$ cat src/rtl/pio_mem_bridge_pkg.sv
// Shared definitions for the PIO-to-memory-target bridge: bus width,
// error read pattern, FSM encoding and the latched host request.
package pio_mem_bridge_pkg;

  localparam int PIO_NBITS = 32;
  localparam logic [PIO_NBITS-1:0] PIO_ERR_RDATA = '1;

  typedef enum logic [1:0] {
    PIO_BR_IDLE  = 2'd0,
    PIO_BR_ISSUE = 2'd1,
    PIO_BR_WAIT  = 2'd2,
    PIO_BR_DRAIN = 2'd3
  } pio_br_state_e;

  typedef struct packed {
    logic                 rd;
    logic [PIO_NBITS-1:0] addr;
    logic [PIO_NBITS-1:0] wdata;
  } pio_req_t;

endpackage

$ cat src/rtl/pio_rdata_mux.sv
// Combinational NUM_TGT-way select of the flattened per-target read data.
module pio_rdata_mux
  import pio_mem_bridge_pkg::*;
#(
  parameter int NUM_TGT   = 4,
  parameter int TGT_NBITS = 2
) (
  input  logic [NUM_TGT*PIO_NBITS-1:0] mem_rdata_i,
  input  logic [TGT_NBITS-1:0]         sel_i,
  output logic [PIO_NBITS-1:0]         rdata_o
);

  always_comb begin
    rdata_o = '0;
    for (int i = 0; i < NUM_TGT; i++) begin
      if (sel_i == TGT_NBITS'(i)) rdata_o = mem_rdata_i[i*PIO_NBITS +: PIO_NBITS];
    end
  end

endmodule

$ cat src/rtl/pio_mem_bridge.sv
// Single-outstanding host PIO front end: decodes a target, issues a one-cycle
// strobe, waits for its level ack (or times out) and drains before re-arming.
module pio_mem_bridge
  import pio_mem_bridge_pkg::*;
#(
  parameter int NUM_TGT       = 4,
  parameter int TGT_NBITS     = 2,
  parameter int TGT_SEL_LSB   = 12,
  parameter int TIMEOUT_NBITS = 8
) (
  input  logic                         clk,
  input  logic                         rst,
  input  logic                         clk_div,
  input  logic                         host_req,
  input  logic                         host_rd,
  input  logic [PIO_NBITS-1:0]         host_addr,
  input  logic [PIO_NBITS-1:0]         host_wdata,
  output logic                         host_ack,
  output logic                         host_err,
  output logic [PIO_NBITS-1:0]         host_rdata,
  output logic [PIO_NBITS-1:0]         reg_addr,
  output logic [PIO_NBITS-1:0]         reg_din,
  output logic                         reg_rd,
  output logic                         reg_wr,
  output logic [NUM_TGT-1:0]           reg_ms,
  input  logic [NUM_TGT-1:0]           mem_ack,
  input  logic [NUM_TGT*PIO_NBITS-1:0] mem_rdata
);

  pio_br_state_e            state_q, state_d;
  pio_req_t                 req_q, req_d;
  logic [TGT_NBITS-1:0]     sel_q, sel_d;
  logic [TIMEOUT_NBITS-1:0] cnt_q, cnt_d, cnt_inc;
  logic                     tick_q, tick_d;
  logic                     ack_q, ack_d;
  logic                     err_q, err_d;
  logic [PIO_NBITS-1:0]     rdata_q, rdata_d;

  logic [TGT_NBITS-1:0]     in_sel;
  logic                     in_ok, in_ack, sel_ack, to_hit;
  logic [PIO_NBITS-1:0]     mux_rdata;

  // Out-of-range selects read as "no ack" so a decode error can still drain.
  function automatic logic ack_of(input logic [NUM_TGT-1:0] acks,
                                  input logic [TGT_NBITS-1:0] s);
    logic r;
    r = 1'b0;
    for (int i = 0; i < NUM_TGT; i++) begin
      if (s == TGT_NBITS'(i)) r = acks[i];
    end
    return r;
  endfunction

  assign in_sel  = host_addr[TGT_SEL_LSB +: TGT_NBITS];
  assign in_ok   = int'(in_sel) < NUM_TGT;
  assign in_ack  = ack_of(mem_ack, in_sel);
  assign sel_ack = ack_of(mem_ack, sel_q);
  assign cnt_inc = cnt_q + 1'b1;
  assign to_hit  = &cnt_inc;

  pio_rdata_mux #(
    .NUM_TGT  (NUM_TGT),
    .TGT_NBITS(TGT_NBITS)
  ) u_rdata_mux (
    .mem_rdata_i(mem_rdata),
    .sel_i      (sel_q),
    .rdata_o    (mux_rdata)
  );

  always_comb begin
    state_d = state_q;
    req_d   = req_q;
    sel_d   = sel_q;
    cnt_d   = cnt_q;
    tick_d  = tick_q;
    ack_d   = 1'b0;
    err_d   = err_q;
    rdata_d = rdata_q;
    reg_rd  = 1'b0;
    reg_wr  = 1'b0;
    reg_ms  = '0;
    case (state_q)
      PIO_BR_IDLE: begin
        if (host_req) begin
          if (!in_ok) begin
            ack_d   = 1'b1;
            err_d   = 1'b1;
            rdata_d = PIO_ERR_RDATA;
            sel_d   = in_sel;
            state_d = PIO_BR_DRAIN;
          end else if (!in_ack) begin
            req_d   = '{rd: host_rd, addr: host_addr, wdata: host_wdata};
            sel_d   = in_sel;
            cnt_d   = '0;
            tick_d  = 1'b0;
            state_d = PIO_BR_ISSUE;
          end
        end
      end
      PIO_BR_ISSUE: begin
        reg_ms  = NUM_TGT'(1) << sel_q;
        reg_rd  = req_q.rd;
        reg_wr  = ~req_q.rd;
        cnt_d   = cnt_inc;
        tick_d  = tick_q | clk_div;
        state_d = PIO_BR_WAIT;
      end
      PIO_BR_WAIT: begin
        cnt_d  = to_hit ? cnt_q : cnt_inc;
        tick_d = tick_q | clk_div;
        if (sel_ack) begin
          ack_d   = 1'b1;
          err_d   = 1'b0;
          rdata_d = req_q.rd ? mux_rdata : '0;
          state_d = PIO_BR_DRAIN;
        end else if (to_hit && (tick_q || clk_div)) begin
          // A target that never saw a clk_div tick cannot have acked yet.
          ack_d   = 1'b1;
          err_d   = 1'b1;
          rdata_d = PIO_ERR_RDATA;
          state_d = PIO_BR_DRAIN;
        end
      end
      PIO_BR_DRAIN: begin
        if (!host_req && !sel_ack) state_d = PIO_BR_IDLE;
      end
      default: state_d = PIO_BR_IDLE;
    endcase
  end

  always_ff @(posedge clk or posedge rst) begin
    if (rst) begin
      state_q <= PIO_BR_IDLE;
      req_q   <= '0;
      sel_q   <= '0;
      cnt_q   <= '0;
      tick_q  <= 1'b0;
      ack_q   <= 1'b0;
      err_q   <= 1'b0;
      rdata_q <= '0;
    end else begin
      state_q <= state_d;
      req_q   <= req_d;
      sel_q   <= sel_d;
      cnt_q   <= cnt_d;
      tick_q  <= tick_d;
      ack_q   <= ack_d;
      err_q   <= err_d;
      rdata_q <= rdata_d;
    end
  end

  assign host_ack   = ack_q;
  assign host_err   = err_q;
  assign host_rdata = rdata_q;
  assign reg_addr   = req_q.addr;
  assign reg_din    = req_q.wdata;

endmodule

$ cat config.mk
export PLATFORM = sky130hd
export DESIGN_NAME = pio_mem_bridge
export DESIGN_NICKNAME = d
export VERILOG_FILES = /design/src/rtl/pio_mem_bridge_pkg.sv /design/src/rtl/pio_rdata_mux.sv /design/src/rtl/pio_mem_bridge.sv
export SDC_FILE = /design/constraint.sdc
export NUM_CORES = 1
export LEC_CHECK = 0
export BUFFER_PORTS_ARGS = -buffer_cell sky130_fd_sc_hd__buf_4
export CORE_UTILIZATION = 33
export DETAILED_ROUTE_END_ITERATION = 7
export GPL_TIMING_DRIVEN = 0
export PLACE_DENSITY = 0.63
export SETUP_SLACK_MARGIN = 0.02
export SYNTH_ARGS = -nofsm -noshare
export SYNTH_HDL_FRONTEND = slang
export SYNTH_SLANG_ARGS = --single-unit
$ cat constraint.sdc
create_clock -name clk -period 5.55 [get_ports clk]
set_clock_uncertainty 0.05 [all_clocks]
set_input_delay 0.8325 -clock clk [delete_from_list [all_inputs] [get_ports clk]]
set_output_delay 0.8325 -clock clk [all_outputs]
set_load 0.05 [all_outputs]
==> results of run 1 <==
-- kinds of logic after synthesis --
family / after synthesis / synth area share, %
flip-flops: 110 / 45.11
buffers and inverters: 103 / 10.99
multiplexers: 101 / 24.79
AND/OR/NAND/NOR: 86 / 7.012
AO/OA/AOI/OAI: 56 / 10.46
adder cells (fa/ha/maj): 8 / 1.640
-- through the flow --
step,instance area [um2],cells
after detailed placement,8701,998
after floorplan,6102,464
after global routing,9006,1014
after CTS,9006,1014
final,9006,1014
after global placement,8671,997
-- power by group --
group | internal, mW | switching, mW | total (mW) | leakage [nW]
Combinational | 1.65 | 2.29 | 3.94 | 2.86
Sequential | 1.20 | 0.252 | 1.46 | 1.32
Clock | 0.359 | 0.316 | 0.675 | 0.150
-- routing by layer --
metal / track usage [%] / vias to the layer above
met1: 20.81 / 2382
met5: 0 / -
met2: 32.08 / 203
met3: 4.094 / 13
li1: - / 2253
met4: 5.797 / 0
-- placed cells by master, fill, tap and decap left out, types with 9 or more instances in the layout --
master	n
clkbuf_1	15
buf_2	11
a2bb2oi_2	29
dfrtp_1	110
clkbuf_16	9
mux4_2	33
buf_4	370
nand3_1	9
nand2_1	47
mux2_2	67
-- state kept, by name, summed over array words and instances, names as in the netlist --
name        flops
state_q         2
reg_addr       32
reg_din        32
host_err        1
req_q           1
cnt_q           8
host_ack        1
tick_q          1
host_rdata     32
-- final timing paths --
| path | start | endpoint | depth (start not counted) |
|---|---|---|---|
| hold reg to reg | reg_addr[6] | reg_addr[6] | 1 |
| setup reg to reg | cnt_q[0] | host_rdata[15] | 7 |
| max in group asynchronous | rst | host_rdata[20] | 3 |
| hold / removal | rst | reg_addr[23] | 2 |
| min in group clk | reg_addr[6] | reg_addr[6] | 1 |
| setup / recovery | reg_addr[13] | reg_ms[3] | 4 |
-- worst reg2reg max path, cell delays in order (launching register included) --
cell and delay, ns:
dfrtp_1 0.47, ha_1 0.31, or4_1 0.51, nand3_2 0.12
nand2_2 0.08, a21boi_4 0.31, buf_6 0.23, a2bb2oi_2 0.15
-- area by class of cell --
type | count | area [um2]
inverter | 9 | 36.28
clock inverter | 6 | 76.32
fill | 1602 | 9019
timing repair buffer | 305 | 2310
sequential | 110 | 2753
tap | 229 | 286.5
clock buffer | 10 | 229.0
multi-input combinational | 251 | 2679
buffer | 94 | 636.9
==> flow_metrics.env, run 1 <==
export IMPL_setup_worst_path_end_class="primary output"
export IMPL_crit_slowest_cell="clkbuf_1"
export IMPL_whs_ns=0.4580
export IMPL_route_met3_wl_um=1457
export IMPL_reg2reg_slack_ns=3.24
export IMPL_io_pins=305
export IMPL_synth_distinct_cells=44
export IMPL_synthTopCellsByArea="dfrtp_1 45%, mux2_2 12%, mux4_2 12%"
export IMPL_synthArstFlopShare_pct=100.0
export IMPL_drtPass1Iterations=4
export IMPL_dieArea_um2=19040
export IMPL_p_leak_nw=4.331
export IMPL_cp_cell_sequence="clkbuf_1, clkbuf_1, and3_1, buf_4"
export IMPL_finalSetupTns_ns=0
export IMPL_synth_most_common_cell="dfrtp_1"
export IMPL_clk_pin_slew_worst_paths_ns=0.07
export IMPL_grt_max_degree=72
export IMPL_postSynthCellCount=464
export IMPL_final_setup_viol_count=0
export IMPL_wl_met1_um=6551
export IMPL_crit_type="reg -> out"
export IMPL_critPathMaxFanout=10
export IMPL_h_tree_depth=3
export IMPL_vias_per_cell=4.784
export IMPL_drc=0
export IMPL_core_area_um2=18020
export IMPL_cp_num_buf_inv=3
export IMPL_nets=989
export IMPL_finalCritPeriodShare_pct=58.54
export IMPL_clock_latency_ns=0.36
export IMPL_portBuffers=304
export IMPL_syn_area_um2=6102
export IMPL_finalHoldViolCount=0
export IMPL_ir_worst_vdd_mv=0.4844
export IMPL_wirelength_um=17210
export IMPL_ys_ff_latch=110
export IMPL_syn_to_final_growth_pct=47.59
export IMPL_cts_sinks=110
export IMPL_layout_min_cycle_time_ns=3.249
export IMPL_cts_buffers=9
export IMPL_vias=4851
export IMPL_postRouteAntennaNets=0
export IMPL_fp_row_count=49
export IMPL_crit_family="buffers and inverters"
export IMPL_critPathLaunchType="register"
export IMPL_crit_top_cell="clkbuf_1"
export IMPL_slew_violations=0
export IMPL_min_path_type="in -> async"
export IMPL_place_gp_congestion=0.7746
export IMPL_cp_required_ns=4.67
export IMPL_first_iter_violations=142
export IMPL_wl_met2_um=8981
export IMPL_postCtsSetupRepairBufs=0
export IMPL_pre_cts_slack_ns=2.624
export IMPL_synth_top_flop_cell="dfrtp_1"
export IMPL_p_per_area_nw_per_um2=674.2
export IMPL_cts_root_buf="clkbuf_16"
export IMPL_netlist_area_leader_share_pct=45.11
export IMPL_die_h_um=138.0
export IMPL_final_core_util_pct=49.97
export IMPL_ctsResizeCount=0
export IMPL_max_stage_delay_ns=0.59
export IMPL_yosys_area_top_type="dfrtp_1"
export IMPL_layout_drive_gt1_share_pct=68.28
export IMPL_yosysSeqAreaShare_pct=45.11
export IMPL_synth_edf_count=0
export IMPL_maxCapViolCount=0
export IMPL_worst_slack_ns=2.301
export IMPL_clock_path_buffers=2
export IMPL_initial_core_util_pct=33.85
export IMPL_grt_usage_pct=17.84
export IMPL_antenna_found_initial=0
export IMPL_finalPower_mw=6.072
export IMPL_synth_warnings=0
export IMPL_syn_nets=673
export IMPL_cts_tree="done"
export IMPL_holdBufCountCts=0
export IMPL_diodes=0
export IMPL_fmax_ghz=0.3078
export IMPL_die_w_um=138.0
export IMPL_arrival_ns=2.37
export IMPL_wire_per_inst_um=16.97
export IMPL_max_slew_margin_pct=49.01
export IMPL_yosys_top_cells_count="110 x dfrtp_1, 67 x mux2_2, 66 x buf_4"
export IMPL_syn_avg_cell_area_um2=13.15
export IMPL_worst_pin_slew_ns=0.7648
export IMPL_highest_layer="met4"
export IMPL_rsz0062_at_grt="no"
export IMPL_grt_pass1_wl_um=25630
export IMPL_grt_ovfl_total=0
export IMPL_dpl_hpwl_um=13990
export IMPL_run_status="finished, final reports clean"
export IMPL_grt_pass1_vias=5006
Note: power is estimated with default switching activity, not from simulation.
==> inputs of run 2 (changes only) <==
Settings changed: ABC_AREA set to 1, PLACE_DENSITY 0.63 to 0.65.
Clock period 5.55 ns to 2.7 ns, I/O delays scaled along.
==> run 2 against run 1 <==
The run now ends with design-rule violations left. Non-clock buffer count is 6 higher. Total power rose by 100%. Sequential cell count unchanged. Critical path depth is the same. Critical endpoint is now reg_ms[2].
==> flow_metrics.env, run 2 <==
export IMPL_io_pins=305
export IMPL_vias=5611
export IMPL_grt_usage_pct=19.99
export IMPL_maxCapViolCount=0
export IMPL_yosys_top_cells_count="110 x dfrtp_1, 75 x nand2_1, 64 x buf_4"
export IMPL_yosysSeqAreaShare_pct=44.79
export IMPL_min_path_type="in -> async"
export IMPL_yosys_area_top_type="dfrtp_1"
export IMPL_stdcell_count=1208
export IMPL_grt_ovfl_total=0
export IMPL_fmax_ghz=0.4043
export IMPL_max_stage_delay_ns=0.53
export IMPL_finalPower_mw=12.34
export IMPL_synth_top_flop_cell="dfrtp_1"
export IMPL_rsz0062_at_grt="no"
export IMPL_clock_path_buffers=2
export IMPL_crit_family="buffers and inverters"
export IMPL_ys_ff_latch=110
export IMPL_final_common_cell="buf_4"
export IMPL_crit_slowest_cell="dfrtp_1"
export IMPL_antenna_found_initial=0
export IMPL_synthTopCellsByArea="dfrtp_1 45%, mux2_2 8.8%, buf_4 7.8%"
export IMPL_syn_area_um2=6146
export IMPL_cp_cell_sequence="clkbuf_1, clkbuf_1, nor3_1, buf_4"
export IMPL_place_gp_congestion=0.8890
export IMPL_run_status="complete, but fails checks"
export IMPL_p_leak_nw=4.563
export IMPL_wirelength_um=18680
export IMPL_cts_buffers=9
export IMPL_drtPass1Iterations=8
export IMPL_grt_max_degree=40
export IMPL_finalCritPeriodShare_pct=91.60
export IMPL_nets=1183
export IMPL_grt_pass1_wl_um=30090
export IMPL_cp_num_buf_inv=3
export IMPL_syn_nets=866
export IMPL_first_iter_violations=307
export IMPL_h_tree_depth=3
export IMPL_syn_to_final_growth_pct=47.46
export IMPL_ir_worst_vdd_mv=0.5411
export IMPL_fp_row_count=49
export IMPL_clock_latency_ns=0.36
export IMPL_final_cell_mix="368 x buf_4, 110 x dfrtp_1, 75 x nand2_1"
export IMPL_worst_pin_slew_ns=0.8073
export IMPL_max_slew_margin_pct=46.07
export IMPL_postRouteAntennaNets=0
export IMPL_dp_cells=1192
export IMPL_crit_type="reg -> out"
export IMPL_core_area_um2=18090
export IMPL_setup_worst_path_end_class="primary output"
export IMPL_critPathLaunchType="register"
export IMPL_portBuffers=304
export IMPL_drc=39
export IMPL_crit_top_cell="clkbuf_1"
export IMPL_synth_distinct_cells=31
export IMPL_wire_per_inst_um=15.46
export IMPL_slew_violations=0
export IMPL_synth_most_common_cell="dfrtp_1"
export IMPL_synthArstFlopShare_pct=100.0
export IMPL_synth_edf_count=0
export IMPL_clk_pin_slew_worst_paths_ns=0.08
export IMPL_cts_tree="done"
export IMPL_diodes=0
export IMPL_die_w_um=138.5
export IMPL_cp_required_ns=2.25
export IMPL_final_area_um2=9062
export IMPL_dpl_instance_area_um2=8758
export IMPL_cts_root_buf="clkbuf_16"
export IMPL_grt_pass1_vias=5634
export IMPL_violations="design-rule violations"
export IMPL_postSynthCellCount=657
export IMPL_vias_per_cell=4.645
export IMPL_finalHoldViolCount=0
export IMPL_netlist_area_leader_share_pct=44.79
export IMPL_p_per_area_nw_per_um2=1361
export IMPL_syn_avg_cell_area_um2=9.354
export IMPL_final_setup_viol_count=0
export IMPL_critPathMaxFanout=10
export IMPL_arrival_ns=2.02
export IMPL_cts_sinks=110
export IMPL_layout_drive_gt1_share_pct=51.07
export IMPL_postCtsSetupRepairBufs=0
export IMPL_finalSetupTns_ns=0
export IMPL_die_h_um=138.5
export IMPL_dpl_hpwl_um=14810
export IMPL_synth_warnings=0
export IMPL_initial_core_util_pct=33.98
export IMPL_layout_min_cycle_time_ns=2.473
export IMPL_dieArea_um2=19170
run 2: cells by family after synthesis:
group           after synthesis  synth area share, %
compound gates              147                15.55
xor+xnor                      1               0.1425
fa+ha+maj                     8                1.629
buf+inv                     166                14.66
flops                       110                44.79
mux                          63                11.54
simple gates                162                11.69
run 2: final cells by class:
class,instances,area [um2]
Timing Repair Buffer,306,2322
Sequential cell,110,2753
Buffer,99,650.6
Clock buffer,9,225.2
Inverter,67,255.2
Fill cell,1748,9024
Tap cell,229,286.5
Multi-Input combinational cell,381,2492
Clock inverter,7,77.57
run 2: power breakdown:
group	internal [mW]	total [mW]	switching, mW	leakage, nW
sequential	2.45	2.89	0.434	1.31
combinational	2.98	8.09	5.11	3.11
clock	0.660	1.36	0.696	0.144
total	6.10	12.3	6.24	4.56
run 2: final timing paths:
kind / start / to / slack (ns) / cells after the start
worst max-delay path: reg_addr[12] / reg_ms[2] / 0.23 / 4
worst min-delay path: rst / reg_addr[18] / 0.14 / 2
worst max register to register: state_q[0] / reg_addr[11] / 0.58 / 6
worst min register to register: reg_addr[9] / reg_addr[9] / 0.45 / 1
max in group asynchronous: rst / reg_addr[13] / 1.53 / 4
min in group clk: host_addr[18] / reg_addr[18] / 0.21 / 2
run 2: repair_timing:
action / 4_1_cts / 5_1_grt
setup endpoints to repair: 0 / 1
resized for setup: 0 / 2
hold buffers: 0 / 0
run 2: metrics by stage:
stage	util [%]	setup slack [ns]	hold WS, ns
after global placement	48.20	0.02358	0.4261
after detailed placement	48.43	0.5193	0.4335
final	50.11	0.2267	0.1376
after floorplan	-	0.2793	0.4155
after global routing	50.11	0.08893	0.1982
after CTS	50.10	0.1331	0.1486
run 2: routing by layer:
metal / GRT usage [%] / share of wire (%) / wire (um)
met1: 24.64 / 42 / 7826
met2: 35.24 / 51 / 9595
met3: 3.325 / 4.6 / 864
met4: 6.919 / 2.1 / 390
met5: 0 / 0 / 0
